File: src/rtl/bsg_demux_one_hot_buffered_if.sv
// Handshake bundle for the buffered one-hot demux: one producer-side word channel in,
// els_p independently drained output lanes plus the illegal-select status.
interface bsg_demux_one_hot_buffered_if #(
  parameter int width_p = 32,
  parameter int els_p   = 5
);
  logic                     v_i;
  logic                     ready_o;
  logic [width_p-1:0]       data_i;
  logic [els_p-1:0]         sel_one_hot_i;
  logic [els_p-1:0]         v_o;
  logic [els_p*width_p-1:0] data_o;
  logic [els_p-1:0]         yumi_i;
  logic                     err_o;
  logic [7:0]               err_cnt_o;

  modport master (
    output v_i, data_i, sel_one_hot_i, yumi_i,
    input  ready_o, v_o, data_o, err_o, err_cnt_o
  );

  modport slave (
    input  v_i, data_i, sel_one_hot_i, yumi_i,
    output ready_o, v_o, data_o, err_o, err_cnt_o
  );
endinterface

File: src/rtl/bsg_demux_one_hot_buffered.sv
// Steers each input word into one of els_p single-entry lane buffers; 1-cycle latency.
// Backpressure: ready_o drops only when the selected lane is full and not being drained.
module bsg_demux_one_hot_buffered #(
  parameter int width_p = 32,
  parameter int els_p   = 5
) (
  input  logic                              clk_i,
  input  logic                              reset_n_i,
  bsg_demux_one_hot_buffered_if.slave       io
);

  logic [els_p-1:0]              v_q, v_d;
  logic [els_p-1:0][width_p-1:0] data_q, data_d;
  logic                          err_q, err_d;
  logic [7:0]                    err_cnt_q, err_cnt_d;

  logic             sel_any, sel_multi, sel_legal;
  logic             ready;
  logic [els_p-1:0] wr;

  always_comb begin
    sel_any   = 1'b0;
    sel_multi = 1'b0;
    for (int k = 0; k < els_p; k++) begin
      if (io.sel_one_hot_i[k]) begin
        if (sel_any) sel_multi = 1'b1;
        sel_any = 1'b1;
      end
    end
  end

  assign sel_legal = sel_any & ~sel_multi;

  // Illegal selects are always swallowed so a bad producer can never stall the input.
  assign ready = sel_legal ? |(io.sel_one_hot_i & (~v_q | io.yumi_i)) : 1'b1;
  assign wr    = (io.v_i & ready & sel_legal) ? io.sel_one_hot_i : '0;

  always_comb begin
    v_d       = v_q;
    data_d    = data_q;
    err_d     = err_q;
    err_cnt_d = err_cnt_q;
    for (int k = 0; k < els_p; k++) begin
      if (wr[k]) begin
        v_d[k]    = 1'b1;
        data_d[k] = io.data_i;
      end else if (io.yumi_i[k]) begin
        v_d[k] = 1'b0;
      end
    end
    if (io.v_i & ~sel_legal) begin
      err_d = 1'b1;
      if (err_cnt_q != 8'hFF) err_cnt_d = err_cnt_q + 8'd1;
    end
  end

  always_ff @(posedge clk_i or negedge reset_n_i) begin
    if (!reset_n_i) begin
      v_q       <= '0;
      data_q    <= '0;
      err_q     <= 1'b0;
      err_cnt_q <= 8'd0;
    end else begin
      v_q       <= v_d;
      data_q    <= data_d;
      err_q     <= err_d;
      err_cnt_q <= err_cnt_d;
    end
  end

  assign io.ready_o   = ready;
  assign io.v_o       = v_q;
  assign io.data_o    = data_q;
  assign io.err_o     = err_q;
  assign io.err_cnt_o = err_cnt_q;

endmodule

File: src/flat_wrapper.sv
// flat-port wrapper written by rule: the top's interface ports become plain ports
module bsg_demux_one_hot_buffered_flat 
#(
  parameter int width_p = 32,
  parameter int els_p   = 5
)
  (clk_i, reset_n_i, io_v_i, io_data_i, io_sel_one_hot_i, io_yumi_i, io_ready_o, io_v_o, io_data_o, io_err_o, io_err_cnt_o);
  bsg_demux_one_hot_buffered_if #(.width_p(width_p), .els_p(els_p)) io_i ();
  input  logic clk_i;
  input  logic reset_n_i;
  input wire logic [$bits(io_i.v_i)-1:0] io_v_i;
  input wire logic [$bits(io_i.data_i)-1:0] io_data_i;
  input wire logic [$bits(io_i.sel_one_hot_i)-1:0] io_sel_one_hot_i;
  input wire logic [$bits(io_i.yumi_i)-1:0] io_yumi_i;
  output wire logic [$bits(io_i.ready_o)-1:0] io_ready_o;
  output wire logic [$bits(io_i.v_o)-1:0] io_v_o;
  output wire logic [$bits(io_i.data_o)-1:0] io_data_o;
  output wire logic [$bits(io_i.err_o)-1:0] io_err_o;
  output wire logic [$bits(io_i.err_cnt_o)-1:0] io_err_cnt_o;
  assign io_i.v_i = io_v_i;
  assign io_i.data_i = io_data_i;
  assign io_i.sel_one_hot_i = io_sel_one_hot_i;
  assign io_i.yumi_i = io_yumi_i;
  assign io_ready_o = io_i.ready_o;
  assign io_v_o = io_i.v_o;
  assign io_data_o = io_i.data_o;
  assign io_err_o = io_i.err_o;
  assign io_err_cnt_o = io_i.err_cnt_o;
  bsg_demux_one_hot_buffered #(.width_p(width_p), .els_p(els_p)) u_core (.clk_i(clk_i), .reset_n_i(reset_n_i), .io(io_i));
endmodule
File: config.mk
export PLATFORM = sky130hd
export DESIGN_NAME = bsg_demux_one_hot_buffered_flat
export DESIGN_NICKNAME = d
export VERILOG_FILES = /design/src/rtl/bsg_demux_one_hot_buffered_if.sv /design/src/rtl/bsg_demux_one_hot_buffered.sv /design/src/flat_wrapper.sv
export SDC_FILE = /design/constraint.sdc
export NUM_CORES = 1
export LEC_CHECK = 0
export CAP_MARGIN = 20
export CORE_MARGIN = 4
export CORE_UTILIZATION = 50
export DETAILED_ROUTE_END_ITERATION = 8
export PLACE_DENSITY_LB_ADDON = 0.1
export SLEW_MARGIN = 30
export SYNTH_ARGS = -nofsm -noshare
export SYNTH_HDL_FRONTEND = slang
export SYNTH_SLANG_ARGS = --single-unit
File: constraint.sdc
create_clock -name clk_i -period 3.95 [get_ports clk_i]
set_clock_uncertainty 0.2 [all_clocks]
set_input_delay 0.5925 -clock clk_i [delete_from_list [all_inputs] [get_ports clk_i]]
set_output_delay 0.5925 -clock clk_i [all_outputs]
set_load 0.02 [all_outputs]
==> results of run 1 <==
==> flip-flops by register name (all words and copies together), names as in the netlist <==
| signal | cells |
|---|---|
| u_core.io.data_o | 160 |
| u_core.io.v_o | 5 |
| u_core.io.err_o | 1 |
| u_core.io.err_cnt_o | 8 |
==> layout make-up <==
class / count / area (um2) / share of cell area [%]
inverter: 3 / 11.3 / 0.113
tap: 176 / 220 / 2.22
sequential: 174 / 4350 / 43.9
multi-input combinational: 216 / 2440 / 24.6
clock buffer: 22 / 474 / 4.78
timing repair buffer: 227 / 2320 / 23.3
clock inverter: 10 / 111 / 1.12
==> per-layer routing <==
layer	track usage, %	part of all wire [%]	vias to the layer above
li1	-	-	1922
met1	27.4	41	2190
met2	35.5	49	144
met3	7.87	7.5	21
met4	7.00	1.7	0
met5	0	0	-
==> power breakdown <==
group | total, mW | switching [mW] | internal, mW | leakage, nW
Combinational | 2.71 | 1.24 | 1.47 | 2.11
Clock | 1.63 | 0.648 | 0.979 | 0.282
Sequential | 2.66 | 0.329 | 2.33 | 2.13
==> worst max path at each step <==
stage                        startpoint              endpoint  cells past startpoint
floorplan                  io_yumi_i[2]  u_core.io.data_o[10]                      6
global placement    io_sel_one_hot_i[3]            io_ready_o                      6
detailed placement  io_sel_one_hot_i[3]  u_core.io.data_o[16]                      7
CTS                 io_sel_one_hot_i[3]            io_ready_o                      6
global route        io_sel_one_hot_i[3]            io_ready_o                      6
finish              io_sel_one_hot_i[3]            io_ready_o                      6
==> cells by family after synthesis <==
group	Yosys count
flops	174
mux	165
simple gates	39
buf+inv	19
compound gates	6
xor+xnor	5
fa+ha+maj	1
==> cell usage in the layout, fill, tap and decap left out, types with 3 or more instances in the layout <==
cell type                         count
sky130_fd_sc_hd__or3_1                3
sky130_fd_sc_hd__buf_12               5
sky130_fd_sc_hd__xor2_1               4
sky130_fd_sc_hd__nand3_1              5
sky130_fd_sc_hd__clkinv_2             4
sky130_fd_sc_hd__mux2_4              58
sky130_fd_sc_hd__nor3_1               4
sky130_fd_sc_hd__clkbuf_16           17
sky130_fd_sc_hd__dfrtp_1            174
sky130_fd_sc_hd__inv_1                3
sky130_fd_sc_hd__nand2b_1             6
sky130_fd_sc_hd__mux2_2             105
sky130_fd_sc_hd__buf_4                3
sky130_fd_sc_hd__clkdlybuf4s50_1    218
sky130_fd_sc_hd__clkinvlp_4           3
sky130_fd_sc_hd__clkbuf_8             3
sky130_fd_sc_hd__nor2_1               3
sky130_fd_sc_hd__nand2_1              8
sky130_fd_sc_hd__nand3_2              3
==> through the flow <==
| stage | hold slack [ns] | cells | power [mW] | cell area [um2] | worst slack [ns] |
|---|---|---|---|---|---|
| 2_1_floorplan | 0.0969 | 409 | 3.97 | 6930 | 1.55 |
| 3_3_place_gp | 0.263 | 796 | 5.34 | 9340 | 0.539 |
| 3_5_place_dp | 0.271 | 796 | 5.42 | 9340 | 0.457 |
| 4_1_cts | 0.0753 | 828 | 7.07 | 9930 | 0.469 |
| 5_1_grt | 0.102 | 828 | 7.32 | 9930 | 0.351 |
| 6_report | 0.0458 | 828 | 7.00 | 9930 | 0.476 |
==> impl_summary.log, run 1 <==
[metrics] post-synthesis cell count: 409
[metrics] synthesized flop and latch total: 174
[metrics] floorplan die area: 15800 um2
[metrics] arrival time at the worst endpoint: 2.68 ns
[metrics] placement row count: 42
[metrics] initial standard-cell utilization of the core: between 50 and 60%
[metrics] capture point of the worst reg-to-reg path: u_core.io.data_o[52]
[metrics] Crit path required time: 3.16 ns
[metrics] power density cells: 705 nW/um2
[metrics] number of clock sinks seen by CTS: 174
[metrics] detailed-route DRC error count: 0
[metrics] Final Slew Violations: 0
[metrics] proportion of synthesized chip area in sequential cells: 62.8%
[metrics] Global Route Usage Sum: 21.8%
[metrics] detailed-routing iteration count for the pre-antenna-repair pass: 6
[metrics] global-route wire length before repair: ~27000 um
[metrics] final worst-path cycle share: 87.9%
[metrics] number of cell instances on the worst register-to-register path: 6
[metrics] XOR/XNOR share of the synthesized area: 0.632%
[metrics] total gr overflow: 0
[metrics] start of the worst register-to-register path: u_core.io.v_o[2]
[metrics] share of flip-flops with an asynchronous set or reset after synthesis: between 90% and 100%
[metrics] CTS tree: yes
[metrics] endpoints failing setup: 0
[metrics] H-tree depth: 4
[metrics] gpl congestion: 0.784
[metrics] post-cts resize count: 0
[metrics] leading post-synthesis cells by instance count: sky130_fd_sc_hd__dfrtp_1 (174), sky130_fd_sc_hd__mux2_2 (105), sky130_fd_sc_hd__mux2_4 (58)
[metrics] Hold Fails Final Rpt: 0
[metrics] worst-case clock buffer depth: 2
[metrics] Clock Latency Late Sink: 0.41 ns
[metrics] max-slew headroom at the worst pin: between 40 and 50%
[metrics] pin count of the biggest net entering global routing: 92
[metrics] Least-Margin Pin Slew: 0.833 ns
[metrics] # Max-Cap Violations: 0
[metrics] cell type with the largest total area after synthesis: sky130_fd_sc_hd__dfrtp_1
[metrics] CP bufs+invs: 2
[metrics] post-synthesis simple-gate area fraction: roughly 3.6%
[metrics] run status: complete, no violations
[metrics] total I/O pin count: 220
[metrics] height of the die: 126 um
[metrics] cell at the root of the clock tree: sky130_fd_sc_hd__clkbuf_16
[metrics] Avg WL per Cell: 20.0 um
[metrics] commonest register cell after synthesis: sky130_fd_sc_hd__dfrtp_1
[metrics] vias in the first global route: 4753
[metrics] Peak supply drop: ~450 uV
[metrics] Compound-Gate Fraction of Synth Area: 0.939%
[metrics] critical path launch point type: input pin
[metrics] share of the core filled with cells: between 70% and 80%
[metrics] cell family contributing the most delay on the critical path: buffers and inverters
[metrics] clock-pin slew on the worst setup and hold paths: approximately 0.060 ns
[metrics] setup repair after global routing missed its margin: no
[metrics] Leakage Power: 4.52 nW
[metrics] Warnings, synthesis: 0
[metrics] fraction of final layout cells sized beyond drive strength 1: between 30% and 40%
[metrics] initial antenna violation count: 0
[metrics] Syn Area/Cell: roughly 17 um2
[metrics] number of nets in the final layout: about 690
[metrics] portion of netlist area occupied by mux cells: 29.9%
[metrics] count leader, synth: sky130_fd_sc_hd__dfrtp_1
[metrics] post-synthesis net count: 455
[metrics] most area-consuming cells after synthesis: sky130_fd_sc_hd__dfrtp_1 (63%), sky130_fd_sc_hd__mux2_2 (17%), sky130_fd_sc_hd__mux2_4 (13%), sky130_fd_sc_hd__buf_6 (1.1%), sky130_fd_sc_hd__buf_2 (0.65%)
[metrics] clock buffers created by TritonCTS: 17
[metrics] crit-path max FO: 6
[metrics] number of routed nets with antenna violations: 0
[metrics] synth-to-layout area growth: 43.3%
[metrics] kind of path behind the tightest hold check: in2async
[metrics] Max Clock Freq: 288 MHz
[metrics] share of the synthesized area in the top cell type: 62.8%
[metrics] Post-Syn Area: approximately 7000 um2
[metrics] register-to-register setup slack: 1.40 ns
[metrics] max incr delay on CP: 0.62 ns
[metrics] final critical delay including setup and external delays: 3.47 ns
[metrics] number of enable-type register cells in the synthesized netlist: 0
[metrics] count of antenna diodes in the layout: 0
[metrics] detailed router's first-iteration violation count: roughly 200
[metrics] post-CTS setup repair buffer count: 0
[metrics] hold_buf cts: 0
[metrics] most frequent CP cell: sky130_fd_sc_hd__clkdlybuf4s50_1
[metrics] CORE AREA: 13400 um2
[metrics] Final TNS setup: 0 ns
[metrics] width of the die: 126 um
[metrics] count of input and output buffers: 219
[metrics] Cell variety after synth: 27
[metrics] vias post-DR: 4277
[metrics] endpoint kind of the worst setup timing path: primary output
[metrics] total of fill cells in the finished design: 849
[metrics] path type of the worst setup path: in2out
[metrics] cell-by-cell trace of the critical path: clkdlybuf4s50_1 > xor2_1 > mux2i_1 > o311ai_4 > nand3_1 > clkdlybuf4s50_1
[metrics] placed wire-length estimate after detailed placement: roughly 12000 um
[metrics] dominant combinational cell family by area after synthesis: multiplexers
[metrics] Vias per Instance: 5.17
[metrics] slowest cell on the critical path: sky130_fd_sc_hd__clkdlybuf4s50_1
[metrics] Synth Area in Adders: less than 1%
[metrics] wire length reported by the detailed router: 16600 um
No activity file was read; power rests on OpenSTA's default activity.
==> run 2, diff against run 1 <==
- CAP_MARGIN: 20 -> unset
- SLEW_MARGIN: 30 -> 20
==> results of run 2 <==
Same layout as run 1: the final DEF is identical, and so are final timing and power.
==> run 3, diff against run 2 <==
- PLACE_DENSITY_LB_ADDON: 0.1 -> 0.2
==> impl_summary.log, run 3 (same netlist as run 1, synthesis figures left out) <==
[metrics] crit-path max FO: 6
[metrics] total of fill cells in the finished design: 831
[metrics] Hold Fails Final Rpt: 0
[metrics] vias in the first global route: 4723
[metrics] Final TNS setup: 0 ns
[metrics] number of clock sinks seen by CTS: 174
[metrics] number of nets in the final layout: 688
[metrics] placed cell areas: 9350 um2
[metrics] Leakage Power: 4.54 nW
[metrics] run status: complete, no violations
[metrics] endpoints failing setup: 0
[metrics] Least-Margin Pin Slew: around 0.62 ns
[metrics] detailed router's first-iteration violation count: between 150 and 200
[metrics] total gr overflow: 0
[metrics] gpl congestion: around 0.81
[metrics] placement row count: 42
[metrics] Max Clock Freq: roughly 280 MHz
[metrics] clock-pin slew on the worst setup and hold paths: 0.06 ns
[metrics] count of input and output buffers: 219
[metrics] initial antenna violation count: 0
[metrics] clock buffers created by TritonCTS: 17
[metrics] cell-by-cell trace of the critical path: clkdlybuf4s50_1 > xor2_1 > mux2i_1 > o311ai_4 > nand3_1 > clkdlybuf4s50_1
[metrics] detailed-routing iteration count for the pre-antenna-repair pass: 4
[metrics] Clock Latency Late Sink: between 0.4 and 0.5 ns
[metrics] vias post-DR: ~4300
[metrics] most frequent standard cell in the layout excluding fill and tap cells: sky130_fd_sc_hd__clkdlybuf4s50_1
[metrics] number of routed nets with antenna violations: 0
[metrics] total I/O pin count: 220
[metrics] slowest cell on the critical path: sky130_fd_sc_hd__clkdlybuf4s50_1
[metrics] max-slew headroom at the worst pin: 58.8%
[metrics] setup repair after global routing missed its margin: no
[metrics] floorplan die area: 15800 um2
[metrics] Peak supply drop: 503 uV
[metrics] initial standard-cell utilization of the core: 51.7%
[metrics] CTS tree: yes
[metrics] Avg WL per Cell: 20.3 um
[metrics] placed wire-length estimate after detailed placement: 11900 um
[metrics] endpoint kind of the worst setup timing path: primary output
[metrics] final critical delay including setup and external delays: about 3.5 ns
[metrics] number of cell instances on the worst register-to-register path: 6
[metrics] critical path launch point type: input pin
[metrics] worst-case clock buffer depth: 2
[metrics] final worst-path cycle share: 89.3%
[metrics] kind of path behind the tightest hold check: reg2reg
[metrics] fraction of final layout cells sized beyond drive strength 1: 32.4%
[metrics] height of the die: 126 um
[metrics] start of the worst register-to-register path: u_core.io.v_o[2]
[metrics] global-route wire length before repair: 26700 um
[metrics] width of the die: between 100 and 150 um
[metrics] crit path launch: io_sel_one_hot_i[4]
[metrics] Vias per Instance: 5.19
[metrics] Global Route Usage Sum: 21.8%
[metrics] capture point of the worst reg-to-reg path: u_core.io.data_o[96]
[metrics] CORE AREA: 13400 um2
[metrics] Crit path required time: 3.16 ns
[metrics] max reg flops: between 150 and 200
[metrics] H-tree depth: 4
[metrics] placed instance count: 798
[metrics] detailed-route DRC error count: 0
[metrics] summed area of non-filler cells in the final layout: 9960 um2
[metrics] cell at the root of the clock tree: sky130_fd_sc_hd__clkbuf_16
[metrics] power density cells: about 710 nW/um2
[metrics] highest-count cells in the layout ignoring fill and taps: sky130_fd_sc_hd__clkdlybuf4s50_1 (218), sky130_fd_sc_hd__dfrtp_1 (174), sky130_fd_sc_hd__mux2_2 (105)
[metrics] max incr delay on CP: 0.62 ns
[metrics] Final Slew Violations: 0
[metrics] post-CTS setup repair buffer count: 0
[metrics] worst setup path end: io_ready_o
[metrics] arrival time at the worst endpoint: approximately 2.7 ns
[metrics] synth-to-layout area growth: 43.7%
[metrics] wire length reported by the detailed router: about 17000 um
[metrics] most frequent CP cell: sky130_fd_sc_hd__clkdlybuf4s50_1
[metrics] pin count of the biggest net entering global routing: 82
[metrics] count of antenna diodes in the layout: 0
[metrics] path type of the worst setup path: in2out
[metrics] register-to-register setup slack: 1.53 ns
[metrics] filler-free cell count of the finished design: 831
[metrics] # Max-Cap Violations: 0
run 3: cell count changes in the layout (fill, tap and decap cells not counted), sizes merged:
cell / previous run / this run
clkinv: 4 / 5
dlygate4sd3: 0 / 1
clkbuf: 22 / 19
inv: 4 / 6
clkinvlp: 3 / 2
bufinv: 2 / 3
buf: 9 / 11
run 3: timing repair:
| action | in CTS | in global routing |
|---|---|---|
| endpoints found under the hold margin | 44 | 0 |
| hold buffers | 1 | 0 |
| gates resized for setup | 0 | 0 |
run 3: report_power, final:
group	internal, mW	switching, mW
Combinational	1.47	1.24
Clock	1.01	0.677
Sequential	2.33	0.344
run 3: per-stage QoR:
| stage | hold WS, ns | setup slack (ns) | utilization, % | total power, mW |
|---|---|---|---|---|
| floorplan | 0.0969 | 1.55 | - | 3.97 |
| global placement | 0.259 | 0.565 | 69.7 | 5.34 |
| detailed placement | 0.273 | 0.473 | 69.7 | 5.43 |
| CTS | 0.291 | 0.418 | 74.3 | 7.15 |
| global route | 0.315 | 0.340 | 74.3 | 7.38 |
| finish | 0.279 | 0.422 | 74.3 | 7.08 |
run 3: metal layers:
metal	GRT usage (%)	vias up	routed length, um
li1	-	1916	-
met1	26.6	2214	6800
met2	36.0	154	8400
met3	7.37	29	1280
met4	8.39	0	419
met5	0	-	0
run 3: final cells by class:
cell class / count / area, um2 / area share (%)
clock buffer: 19 / 443 / 4.45
clock inverter: 13 / 160 / 1.61
inverter: 3 / 11.3 / 0.113
multi-input combinational: 216 / 2440 / 24.5
sequential: 174 / 4350 / 43.7
tap: 176 / 220 / 2.21
timing repair buffer: 230 / 2330 / 23.4
run 3: worst max-delay path, delay by kind of cell:
family / cells / cell delay [ns]
compound gates: 1 / 0.45
xor+xnor: 1 / 0.24
buf+inv: 2 / 1.19
mux: 1 / 0.14
simple gates: 1 / 0.13
run 3: how the worst min path moves through the flow:
| stage | cells past startpoint | slack (ns) | end | startpoint |
|---|---|---|---|---|
| global placement | 1 | 0.26 | u_core.io.err_o | u_core.io.err_o |
| detailed placement | 1 | 0.27 | u_core.io.err_o | u_core.io.err_o |
| global route | 1 | 0.31 | u_core.io.data_o[51] | u_core.io.data_o[51] |
| finish | 1 | 0.28 | u_core.io.err_o | u_core.io.err_o |
| floorplan | 0 | 0.1 | u_core.io.data_o[0] | reset_n_i |
| CTS | 1 | 0.29 | u_core.io.err_o | u_core.io.err_o |
